<file path="src/rtl/audio_delay_line_ctrl_if.sv">
// Sample stream, delay control and RAM port bundle for the audio delay line controller.
// The slave modport is the controller's view; the master modport is its environment.
interface audio_delay_line_ctrl_if #(
    parameter int unsigned ADDR_WIDTH = 9,
    parameter int unsigned DATA_WIDTH = 16
);
    logic                  in_valid;
    logic [DATA_WIDTH-1:0] in_data;
    logic [ADDR_WIDTH-1:0] delay_len;
    logic                  clr_overrun;
    logic [ADDR_WIDTH-1:0] ram_addr;
    logic [DATA_WIDTH-1:0] ram_wr_data;
    logic                  ram_wr_en;
    logic [DATA_WIDTH-1:0] ram_rd_data;
    logic                  out_valid;
    logic [DATA_WIDTH-1:0] out_data;
    logic                  busy;
    logic                  overrun;

    modport slave (
        input  in_valid, in_data, delay_len, clr_overrun, ram_rd_data,
        output ram_addr, ram_wr_data, ram_wr_en, out_valid, out_data, busy, overrun
    );

    modport master (
        output in_valid, in_data, delay_len, clr_overrun, ram_rd_data,
        input  ram_addr, ram_wr_data, ram_wr_en, out_valid, out_data, busy, overrun
    );
endinterface

</file>
<file path="src/rtl/audio_delay_line_ctrl.sv">
// Circular delay line over a single-port registered-output RAM: for every accepted sample,
// read the sample written delay_len samples earlier, emit it, then write the new sample.
module audio_delay_line_ctrl #(
    parameter int unsigned ADDR_WIDTH = 9,
    parameter int unsigned DATA_WIDTH = 16,
    parameter int unsigned RAM_LAT    = 2
) (
    input  logic                   clk,
    input  logic                   tb_rst,
    audio_delay_line_ctrl_if.slave dl
);
    localparam int unsigned CNT_W = (RAM_LAT < 2) ? 1 : $clog2(RAM_LAT + 1);
    localparam logic [ADDR_WIDTH-1:0] FILL_MAX = '1;

    typedef enum logic [1:0] {
        IDLE = 2'd0,
        RD   = 2'd1,
        WAIT = 2'd2,
        WR   = 2'd3
    } state_e;

    state_e                state_q;
    logic [CNT_W-1:0]      wait_cnt_q;
    logic [ADDR_WIDTH-1:0] wr_ptr_q;
    logic [ADDR_WIDTH-1:0] fill_q;
    logic [ADDR_WIDTH-1:0] dly_q;
    logic [DATA_WIDTH-1:0] sample_q;
    logic [ADDR_WIDTH-1:0] ram_addr_q;
    logic [DATA_WIDTH-1:0] ram_wr_data_q;
    logic                  ram_wr_en_q;
    logic                  out_valid_q;
    logic [DATA_WIDTH-1:0] out_data_q;
    logic                  busy_q;
    logic                  overrun_q;
    logic [DATA_WIDTH-1:0] out_data_d;

    // Zero delay bypasses the RAM; locations beyond the fill level were never written.
    always_comb begin
        out_data_d = dl.ram_rd_data;
        if (dly_q == '0) begin
            out_data_d = sample_q;
        end else if (dly_q > fill_q) begin
            out_data_d = '0;
        end
    end

    always_ff @(posedge clk or posedge tb_rst) begin
        if (tb_rst) begin
            state_q       <= IDLE;
            wait_cnt_q    <= '0;
            wr_ptr_q      <= '0;
            fill_q        <= '0;
            dly_q         <= '0;
            sample_q      <= '0;
            ram_addr_q    <= '0;
            ram_wr_data_q <= '0;
            ram_wr_en_q   <= 1'b0;
            out_valid_q   <= 1'b0;
            out_data_q    <= '0;
            busy_q        <= 1'b0;
            overrun_q     <= 1'b0;
        end else begin
            out_valid_q <= 1'b0;

            // A dropped sample takes priority over a clear in the same cycle.
            if (dl.in_valid && busy_q) begin
                overrun_q <= 1'b1;
            end else if (dl.clr_overrun) begin
                overrun_q <= 1'b0;
            end

            unique case (state_q)
                IDLE: begin
                    if (dl.in_valid) begin
                        sample_q    <= dl.in_data;
                        dly_q       <= dl.delay_len;
                        ram_addr_q  <= wr_ptr_q - dl.delay_len;
                        ram_wr_en_q <= 1'b0;
                        busy_q      <= 1'b1;
                        state_q     <= RD;
                    end
                end
                RD: begin
                    wait_cnt_q <= CNT_W'(RAM_LAT);
                    state_q    <= WAIT;
                end
                WAIT: begin
                    if (wait_cnt_q <= CNT_W'(1)) begin
                        out_valid_q   <= 1'b1;
                        out_data_q    <= out_data_d;
                        ram_addr_q    <= wr_ptr_q;
                        ram_wr_data_q <= sample_q;
                        ram_wr_en_q   <= 1'b1;
                        state_q       <= WR;
                    end else begin
                        wait_cnt_q <= wait_cnt_q - CNT_W'(1);
                    end
                end
                WR: begin
                    ram_wr_en_q <= 1'b0;
                    wr_ptr_q    <= wr_ptr_q + ADDR_WIDTH'(1);
                    if (fill_q != FILL_MAX) begin
                        fill_q <= fill_q + ADDR_WIDTH'(1);
                    end
                    busy_q  <= 1'b0;
                    state_q <= IDLE;
                end
                default: state_q <= IDLE;
            endcase
        end
    end

    assign dl.ram_addr    = ram_addr_q;
    assign dl.ram_wr_data = ram_wr_data_q;
    assign dl.ram_wr_en   = ram_wr_en_q;
    assign dl.out_valid   = out_valid_q;
    assign dl.out_data    = out_data_q;
    assign dl.busy        = busy_q;
    assign dl.overrun     = overrun_q;
endmodule
</file>
<file path="src/flat_wrapper.sv">
// flat-port wrapper written by rule: the top's interface ports become plain ports
module audio_delay_line_ctrl_flat 
#(
    parameter int unsigned ADDR_WIDTH = 9,
    parameter int unsigned DATA_WIDTH = 16,
    parameter int unsigned RAM_LAT    = 2
)
  (clk, tb_rst, dl_in_valid, dl_in_data, dl_delay_len, dl_clr_overrun, dl_ram_rd_data, dl_ram_addr, dl_ram_wr_data, dl_ram_wr_en, dl_out_valid, dl_out_data, dl_busy, dl_overrun);
  audio_delay_line_ctrl_if #(.ADDR_WIDTH(ADDR_WIDTH), .DATA_WIDTH(DATA_WIDTH)) dl_i ();
  input  logic clk;
  input  logic tb_rst;
  input wire logic [$bits(dl_i.in_valid)-1:0] dl_in_valid;
  input wire logic [$bits(dl_i.in_data)-1:0] dl_in_data;
  input wire logic [$bits(dl_i.delay_len)-1:0] dl_delay_len;
  input wire logic [$bits(dl_i.clr_overrun)-1:0] dl_clr_overrun;
  input wire logic [$bits(dl_i.ram_rd_data)-1:0] dl_ram_rd_data;
  output wire logic [$bits(dl_i.ram_addr)-1:0] dl_ram_addr;
  output wire logic [$bits(dl_i.ram_wr_data)-1:0] dl_ram_wr_data;
  output wire logic [$bits(dl_i.ram_wr_en)-1:0] dl_ram_wr_en;
  output wire logic [$bits(dl_i.out_valid)-1:0] dl_out_valid;
  output wire logic [$bits(dl_i.out_data)-1:0] dl_out_data;
  output wire logic [$bits(dl_i.busy)-1:0] dl_busy;
  output wire logic [$bits(dl_i.overrun)-1:0] dl_overrun;
  assign dl_i.in_valid = dl_in_valid;
  assign dl_i.in_data = dl_in_data;
  assign dl_i.delay_len = dl_delay_len;
  assign dl_i.clr_overrun = dl_clr_overrun;
  assign dl_i.ram_rd_data = dl_ram_rd_data;
  assign dl_ram_addr = dl_i.ram_addr;
  assign dl_ram_wr_data = dl_i.ram_wr_data;
  assign dl_ram_wr_en = dl_i.ram_wr_en;
  assign dl_out_valid = dl_i.out_valid;
  assign dl_out_data = dl_i.out_data;
  assign dl_busy = dl_i.busy;
  assign dl_overrun = dl_i.overrun;
  audio_delay_line_ctrl #(.ADDR_WIDTH(ADDR_WIDTH), .DATA_WIDTH(DATA_WIDTH), .RAM_LAT(RAM_LAT)) u_core (.clk(clk), .tb_rst(tb_rst), .dl(dl_i));
endmodule
</file>
<file path="config.mk">
export PLATFORM = sky130hd
export DESIGN_NAME = audio_delay_line_ctrl_flat
export DESIGN_NICKNAME = d
export VERILOG_FILES = /design/src/rtl/audio_delay_line_ctrl_if.sv /design/src/rtl/audio_delay_line_ctrl.sv /design/src/flat_wrapper.sv
export SDC_FILE = /design/constraint.sdc
export NUM_CORES = 1
export LEC_CHECK = 0
export ABC_AREA = 1
export BUFFER_PORTS_ARGS = -buffer_cell sky130_fd_sc_hd__buf_2
export CORE_MARGIN = 2
export CORE_UTILIZATION = 40
export CTS_BUF_LIST = sky130_fd_sc_hd__clkbuf_16
export DETAILED_ROUTE_END_ITERATION = 6
export HOLD_SLACK_MARGIN = 0.02
export PLACE_DENSITY = 0.67
export SLEW_MARGIN = 40
export SYNTH_ARGS = -nofsm -noshare
export SYNTH_HDL_FRONTEND = slang
export SYNTH_SLANG_ARGS = --single-unit
</file>
<file path="constraint.sdc">
create_clock -name clk -period 9.2 [get_ports clk]
set_input_delay 1.84 -clock clk [delete_from_list [all_inputs] [get_ports clk]]
set_output_delay 1.84 -clock clk [all_outputs]
set_load 0.02 [all_outputs]
</file>
# [After elaboration in Yosys (flattened, before gate mapping)]
# Index checks and enable logic that the tools add are counted.
[op_classes] n_addsub=4 mul=0 div=0 magnitude_cmp=2 eq_ne=7 shift=0 muxes=19 bitwise_logic=0 n_reduce_logical=16
[ops] cell="16-bit two-way mux" n=2
[ops] cell="9-bit by 1-bit adder with 9-bit output (second input constant)" n=2
[ops] cell="9-bit two-way mux" n=2
[ops] cell="9-bit case mux with 2 select lines" n=1
[ops] cell="2-bit AND reduction" n=6
[ops] cell="9-bit greater-than comparator" n=1
[ops] cell="9-bit zero test" n=1
[ops] cell="9-bit != test (second input constant)" n=1
[ops] cell="9-bit subtractor" n=1
[ops] cell="2-bit case mux with 4 select lines" n=1
[ops] cell="2-bit nonzero test" n=4
[ops] cell="1-bit two-way mux" n=7
[ops] cell="2-bit two-way mux" n=3
[ops] cell="3-bit AND reduction" n=2
[ops] cell="2-bit == test (second input constant)" n=2
[ops] cell="2-bit != test (second input constant)" n=2
[ops] cell="2-bit case mux with 2 select lines" n=1
[ops] cell="1-bit case mux with 3 select lines" n=1
[ops] cell="3-bit nonzero test" n=1
[ops] cell="2-bit by 1-bit == test with 1-bit output (second input constant)" n=1
[ops] cell="2-bit by 1-bit less-or-equal comparator with 1-bit output (second input constant)" n=1
[ops] cell="2-bit zero test" n=1
[ops] cell="2-bit by 1-bit != test with 1-bit output (second input constant)" n=1
[ops] cell="1-bit case mux with 2 select lines" n=1
[ops] cell="2 further kinds" n=2
[word_totals] ff_bits=92 latch_bits=0 mem_bits_rw=0 rom_bits=0 inputBits=45 elab_cells=61 memories=0

# [Depth between registers and ports, before layout]
# Gate-level depths: netlist (run 1).
[logic_depth] ltp_word=3 ltp_mapped=14 mapped_depth_nobuf=14

# [Worst setup path before layout (run 1)]
# OpenSTA, ideal clock, no wires.
[synth_timing] kind="input-to-reg" startpoint="in dl_delay_len[0]" endpoint="reg u_core.ram_addr_q[8] (netlist: u_core.dl.ram_addr[8])" setup_ns=0.117 arrival_ns=2.991 slack_ns=6.092 stages=12 cell_sequence="ha_1 fa_1 inv_1 nand3_1 nand2_1 nand2_1 nand3_1 nand2_1 nand2_1 nand2_1 nand2_1 nand2_1"
[synth_between] elab_chain_cells=3
[synth_lines] item="start, declared" line_no="flat_wrapper.sv:14" source="input wire logic [$bits(dl_i.delay_len)-1:0] dl_delay_len;"
[synth_lines] item="9-bit subtractor" line_no="audio_delay_line_ctrl.sv:77" source="ram_addr_q <= wr_ptr_q - dl.delay_len;"
[synth_lines] item="9-bit two-way mux" line_no="audio_delay_line_ctrl.sv:74" source="if (dl.in_valid) begin"
[synth_lines] item="9-bit case mux with 2 select lines" line_no="audio_delay_line_ctrl.sv:72" source="unique case (state_q)"
[synth_lines] item="end signal, assigned" line_no="audio_delay_line_ctrl.sv:77"
[synth_lines] item="end signal, assigned" line_no="audio_delay_line_ctrl.sv:91" source="ram_addr_q <= wr_ptr_q;"
[synth_lines] item="end, declared" line_no="audio_delay_line_ctrl.sv:28" source="logic [ADDR_WIDTH-1:0] ram_addr_q;"
# No other way between the ends. The select of a mux whose other input is x is not followed.
# A chain may end at the register's enable or synchronous reset.

# [Worst setup path after layout (run 1)]
# Same ends and word-level chain as after synthesis.

==> out/results.ini, run 1 <==
[die]
die_area_um2 = 12900
dieHeight_um = 113
coreArea_um2 = 11600
die_x_um = 113
ios = 90
num_rows = 39
start_util = 0.415

[run]
cap_violations = 0

[routing]
vias = 4006
wl_um = 11100
ant_nets = 0
drtIter0Drc = 287
dr.pass1.iters = 5
drc = 0
wire_per_inst_um = 13.3
drt-vias-per-instance = 4.80

[clocking]
holdBufCountCts = 0
clk_pin_slew_ns = 0.07
cts_buffers = 9
tritoncts = done
cts_setup_buffers = 0
clk_latency_ns = 0.36
cts_root_buffer = clkbuf_16
clockBufferDepth = 2
cts_resized = 0
h-tree-depth = 3
clock_sinks = 92

[grt]
grt_use_total = 0.181
grt_max_degree = 73
first_global_vias = 3878
antenna_found_initial = 0
overflow = 0
grt_pass1_wl_um = 18600

[synth]
syn_area_um2 = 4790
syn_nets = 673
ys_seq_elements = 92
seq_area_frac_synth = 0.480
ys_warn_count = 0
avgSynthCellArea_um2 = 7.96
yosysUniqueCellTypes = 33
synthesis.instances = 602

[timing]
rsz0062_at_grt = no
clock.fmax_mhz = 333
setup_viol = 0
max-slew-margin-rel = 0.533
tns_ns = 0
tightest_slew_ns = 0.699
fin_crit_sh = 0.327
hold_viol = 0
slew_viol_final = 0
finClkSkew_ns = 0.0153
period_needed_ns = 3.01

[layout]
num-nets-final = 758
drive_above_1_share = 0.182
syn2layout_area_growth_pct = 18.4
nFillCells = 1117
fin_area_um2 = 5680
antenna_cells = 0

[critical_path]
start_kind = primary input
end_kind = register
crit_type = primary input to register
startpoint = dl_delay_len[0]
crit_arrival_ns = 3.25
required_ns = 9.44
path_max_fanout = 3
r2r_cells = 9
r2r_slack_ns = 6.75
r2r_start = u_core.state_q[0]
worst_r2r_endpoint = u_core.wait_cnt_q[0]

[outcome]
outcome = finished clean

[place]
portBuffers = 89
place_area_um2 = 5370
gp_congestion = 0.824
dp_hpwl_um = 8180

[min_path]
hold_depth = 2
hp-class = register to register
min_from = u_core.dl.ram_wr_data[3]
whs_endpoint = u_core.dl.ram_wr_data[3]

[power]
power.leakage_nw = 3.21
peakVddDrop_v = 0.000206
power_density_nw_per_um2 = 348

## how the worst max path moves through the flow
stage	to	slack, ns	depth (start not counted)
detailed placement	u_core.dl.busy	5.55	5
global placement	u_core.dl.busy	5.59	5
CTS	u_core.dl.busy	5.93	5
global route	u_core.dl.ram_addr[8]	6.08	13
finish	u_core.dl.ram_addr[8]	6.19	13
floorplan	u_core.dl.busy	4.97	1
## report_power, final
group          switching, mW  leakage (nW)  internal [mW]
combinational          0.576          1.91          0.299
sequential             0.130          1.15          0.584
clock                  0.169         0.153          0.215
total                  0.876          3.21           1.10
## layer usage
| metal | vias to the layer above | global-route usage | share of wire |
|---|---|---|---|
| met5 | - | 0 | 0 |
| met2 | 103 | 0.290 | 0.47 |
| met4 | 0 | 0.0415 | 0.011 |
| met3 | 10 | 0.0510 | 0.052 |
| li1 | 2036 | - | - |
| met1 | 1857 | 0.247 | 0.47 |
## through the flow
stage	hold WS, ns	instances	setup WS (ns)	util	power (mW)
2_1_floorplan	0.449	602	4.97	-	1.34
3_3_place_gp	0.457	817	5.59	0.461	1.55
3_5_place_dp	0.456	819	5.55	0.464	1.60
4_1_cts	0.474	835	5.93	0.491	1.99
5_1_grt	0.498	835	6.08	0.491	2.14
6_report	0.472	835	6.19	0.491	1.97
## area by class of cell
type / instances / area [um2] / share of cell area
Clock buffer: 9 / 225 / 0.0397
Multi-Input combinational cell: 404 / 2060 / 0.364
Inverter: 87 / 330 / 0.0582
Clock inverter: 7 / 81.3 / 0.0143
Timing Repair Buffer: 93 / 494 / 0.0871
Sequential cell: 92 / 2300 / 0.406
Tap cell: 143 / 179 / 0.0315
## critical path, stage by stage
cell and delay, ns:
buf_2 0.12, ha_1 0.21, fa_1 0.41, inv_1 0.07, nand3_1 0.08, nand2_1 0.12
nand2_1 0.08, nand3_1 0.07, nand2_1 0.05, nand2_1 0.05, nand2_1 0.05, nand2_1 0.05
nand2_1 0.05
## cell families (layout without fill, tap and decap cells)
group | count (synthesis) | count (layout) | synth area share
buffers and inverters | 106 | 196 | 0.0900
DFF | 92 | 92 | 0.480
AOI/OAI and AO/OA | 64 | 64 | 0.0731
adders and majority gates | 26 | 26 | 0.0694
xor gates and xnor gates | 15 | 15 | 0.0274
and+or+nand+nor | 299 | 299 | 0.260
## cell usage after synthesis (all sizes together)
cell type | instances | share of area
o211ai | 2 | 0.0031
or2 | 2 | 0.0031
nand3 | 32 | 0.033
nand2 | 210 | 0.17
o21ai | 30 | 0.032
inv | 87 | 0.069
nand3b | 1 | 0.0016
dfrtp | 92 | 0.48
o21bai | 2 | 0.0031
nor3 | 5 | 0.011
nor4 | 2 | 0.0039
buf | 14 | 0.017
clkbuf | 5 | 0.0039
a21oi | 28 | 0.032
a21o | 2 | 0.0031
ha | 25 | 0.065
xor2 | 13 | 0.024
nor2 | 42 | 0.034
nand4 | 5 | 0.0065
xnor2 | 2 | 0.0037
fa | 1 | 0.0042
## registers in the layout (all words and copies together), names as in the netlist
| signal | cells |
|---|---|
| u_core.dl.busy | 1 |
| u_core.sample_q | 16 |
| u_core.dl.ram_wr_en | 1 |
| u_core.dl.out_valid | 1 |
| u_core.dl.out_data | 16 |
| u_core.dl.ram_wr_data | 16 |
| u_core.dly_q | 9 |
| u_core.dl.overrun | 1 |
| u_core.dl.ram_addr | 9 |
| u_core.wr_ptr_q | 9 |
| u_core.wait_cnt_q | 2 |
| u_core.state_q | 2 |
| u_core.fill_q | 9 |
## cells in the final DEF (no fill, tap or decap), types with 2 or more instances in the layout
| cell type | n |
|---|---|
| a21oi_1 | 27 |
| nand2_1 | 206 |
| dfrtp_1 | 92 |
| o211ai_1 | 2 |
| xnor2_1 | 2 |
| nand2_2 | 4 |
| inv_1 | 83 |
| ha_1 | 25 |
| inv_2 | 2 |
| nand4_1 | 5 |
| buf_8 | 2 |
| xor2_1 | 13 |
| nor2_1 | 41 |
| nor3_1 | 2 |
| o21bai_1 | 2 |
| clkbuf_16 | 9 |
| nand3_1 | 32 |
| buf_2 | 89 |
| o21ai_0 | 29 |
| inv_6 | 3 |
| clkinv_2 | 2 |
| a21o_1 | 2 |
| nor3_4 | 2 |
No activity file was read; power rests on OpenSTA's default activity.
==> run 2, diff against run 1 <==
==> constraint.sdc (replaced) <==
create_clock -name clk -period 3.1 [get_ports clk]
set_input_delay 0.62 -clock clk [delete_from_list [all_inputs] [get_ports clk]]
set_output_delay 0.62 -clock clk [all_outputs]
set_load 0.02 [all_outputs]
==> run 2 against run 1 <==
Power rose to 2.9 times the previous value. Critical path type is now register to register. Worst setup slack lost 5.3 ns. Combinational power rose to 2.9 times the previous value. Count of clock-buffer cells in the layout unchanged. Sequential share of layout area rose by 0.21 points. Sequential power rose to 3.0 times the previous value. Critical path depth down 5. Final cell count did not move. Utilization decreased by 0.25 points.
==> out/results.ini, run 2 (synthesized netlist as in run 1, its figures left out) <==
[outcome]
outcome = finished clean

[layout]
register_area_um2 = 2300
multi_input_area_um2 = 2060
syn2layout_area_growth_pct = 17.8
antenna_cells = 0
finish.utilization = 0.488
layout_commonest_cell = nand2_1
num-nets-final = 758
instances_no_fill = 835
final_cell_mix = nand2_1 (207), dfrtp_1 (92), buf_2 (89)
nFillCells = 1114
drive_above_1_share = 0.175
fin_area_um2 = 5650

[routing]
ant_nets = 0
dr.pass1.iters = 4
wl_um = 10800
drc = 0
drt-vias-per-instance = 4.79
wire_per_inst_um = 12.9
vias = 4003
drtIter0Drc = 259

[place]
portBuffers = 89
dpl.cell_count = 819
dp_hpwl_um = 7990
place_area_um2 = 5360
dp_worst_setup_slack_ns = 0.879
gp_congestion = 0.852

[critical_path]
r2r_start = u_core.state_q[0]
critPathTopFamily = buffers and inverters
critPathSlowestCell = inv_1
crit_type = register to register
r2r_slack_ns = 0.88
worst_path_largest_cell_delay_ns = 0.52
worst_r2r_endpoint = u_core.wait_cnt_q[0]
required_ns = 3.32
path_max_fanout = 22
end_kind = register
r2r_cells = 8
crit_chain = inv_1 -> ha_1 -> inv_2 -> a21oi_4 -> inv_1 -> o21ai_0 -> nand2_1 -> o21ai_0
start_kind = register
cp.depth = 8
crit_arrival_ns = 2.44
worst-path-buf-inv = 3

[timing]
rsz0062_at_grt = no
whs_ns = 0.344
setup_viol = 0
tns_ns = 0
finClkSkew_ns = 0.00635
fin_crit_sh = 0.716
slew_viol_final = 0
max-slew-margin-rel = 0.532
hold_viol = 0
clock.fmax_mhz = 451
fin_ws_ns = 0.881
tightest_slew_ns = 0.702
period_needed_ns = 2.22

[grt]
grt_use_total = 0.175
antenna_found_initial = 0
grt_pass1_wl_um = 18200
grt_max_degree = 59
overflow = 0
first_global_vias = 3908

[run]
cap_violations = 0

[clocking]
clockBufferDepth = 2
holdBufCountCts = 0
clk_pin_slew_ns = 0.06
cts_setup_buffers = 0
cts_root_buffer = clkbuf_16
cts_buffers = 9
cts_resized = 0
h-tree-depth = 3
tritoncts = done
clock_sinks = 92
clk_latency_ns = 0.34

[die]
die_area_um2 = 12900
ios = 90
dieHeight_um = 113
start_util = 0.415
num_rows = 39
die_x_um = 113
coreArea_um2 = 11600

[power]
peakVddDrop_v = 0.000504
finalPower_mw = 5.75
power_density_nw_per_um2 = 1020
power.leakage_nw = 3.20

[min_path]
hp-class = primary input to async pin

## run 2: cell count changes in the layout (fill, tap and decap cells not counted), sizes merged
cell      previous run  this run
inv                 90        89
clkinvlp             0         1
## run 2: cell type report
| cell class | count | area share |
|---|---|---|
| well taps | 143 | 0.0317 |
| clock inverters | 7 | 0.0109 |
| inverters | 87 | 0.0585 |
| multi-input cells | 404 | 0.365 |
| repair buffers | 93 | 0.0864 |
| flip-flops and latches | 92 | 0.408 |
| clock buffers | 9 | 0.0399 |
## run 2: worst reg2reg max path: cells and delay by family, from the launching register on
kind / cells / cell delay (ns)
AOI/OAI and AO/OA: 3 / 0.42
adders and majority gates: 1 / 0.32
buffers and inverters: 3 / 0.89
DFF: 1 / 0.37
and+or+nand+nor: 1 / 0.10
## run 2: worst max path at each step
stage,start,end,slack (ns)
finish,u_core.state_q[0],u_core.wait_cnt_q[0],0.88
global route,u_core.state_q[0],u_core.wait_cnt_q[0],0.63
CTS,u_core.state_q[0],u_core.wait_cnt_q[0],0.90
detailed placement,u_core.state_q[0],u_core.wait_cnt_q[0],0.88
global placement,dl_delay_len[0],u_core.dl.ram_addr[8],1.00
floorplan,tb_rst,u_core.dl.busy,0.09
## run 2: per-layer routing
metal  share of wire  GRT usage  wire length, um  vias up
li1                -          -                -     2041
met1            0.46      0.232             4970     1838
met2            0.47      0.290             5080      114
met3           0.056     0.0383              605       10
met4          0.0090     0.0496               97        0
met5               0          0                0        -
## run 2: where the power goes
part | internal [mW] | leakage (nW) | switching, mW
combinational | 0.877 | 1.91 | 1.70
sequential | 1.74 | 1.15 | 0.382
clock | 0.615 | 0.147 | 0.440
total | 3.23 | 3.20 | 2.52
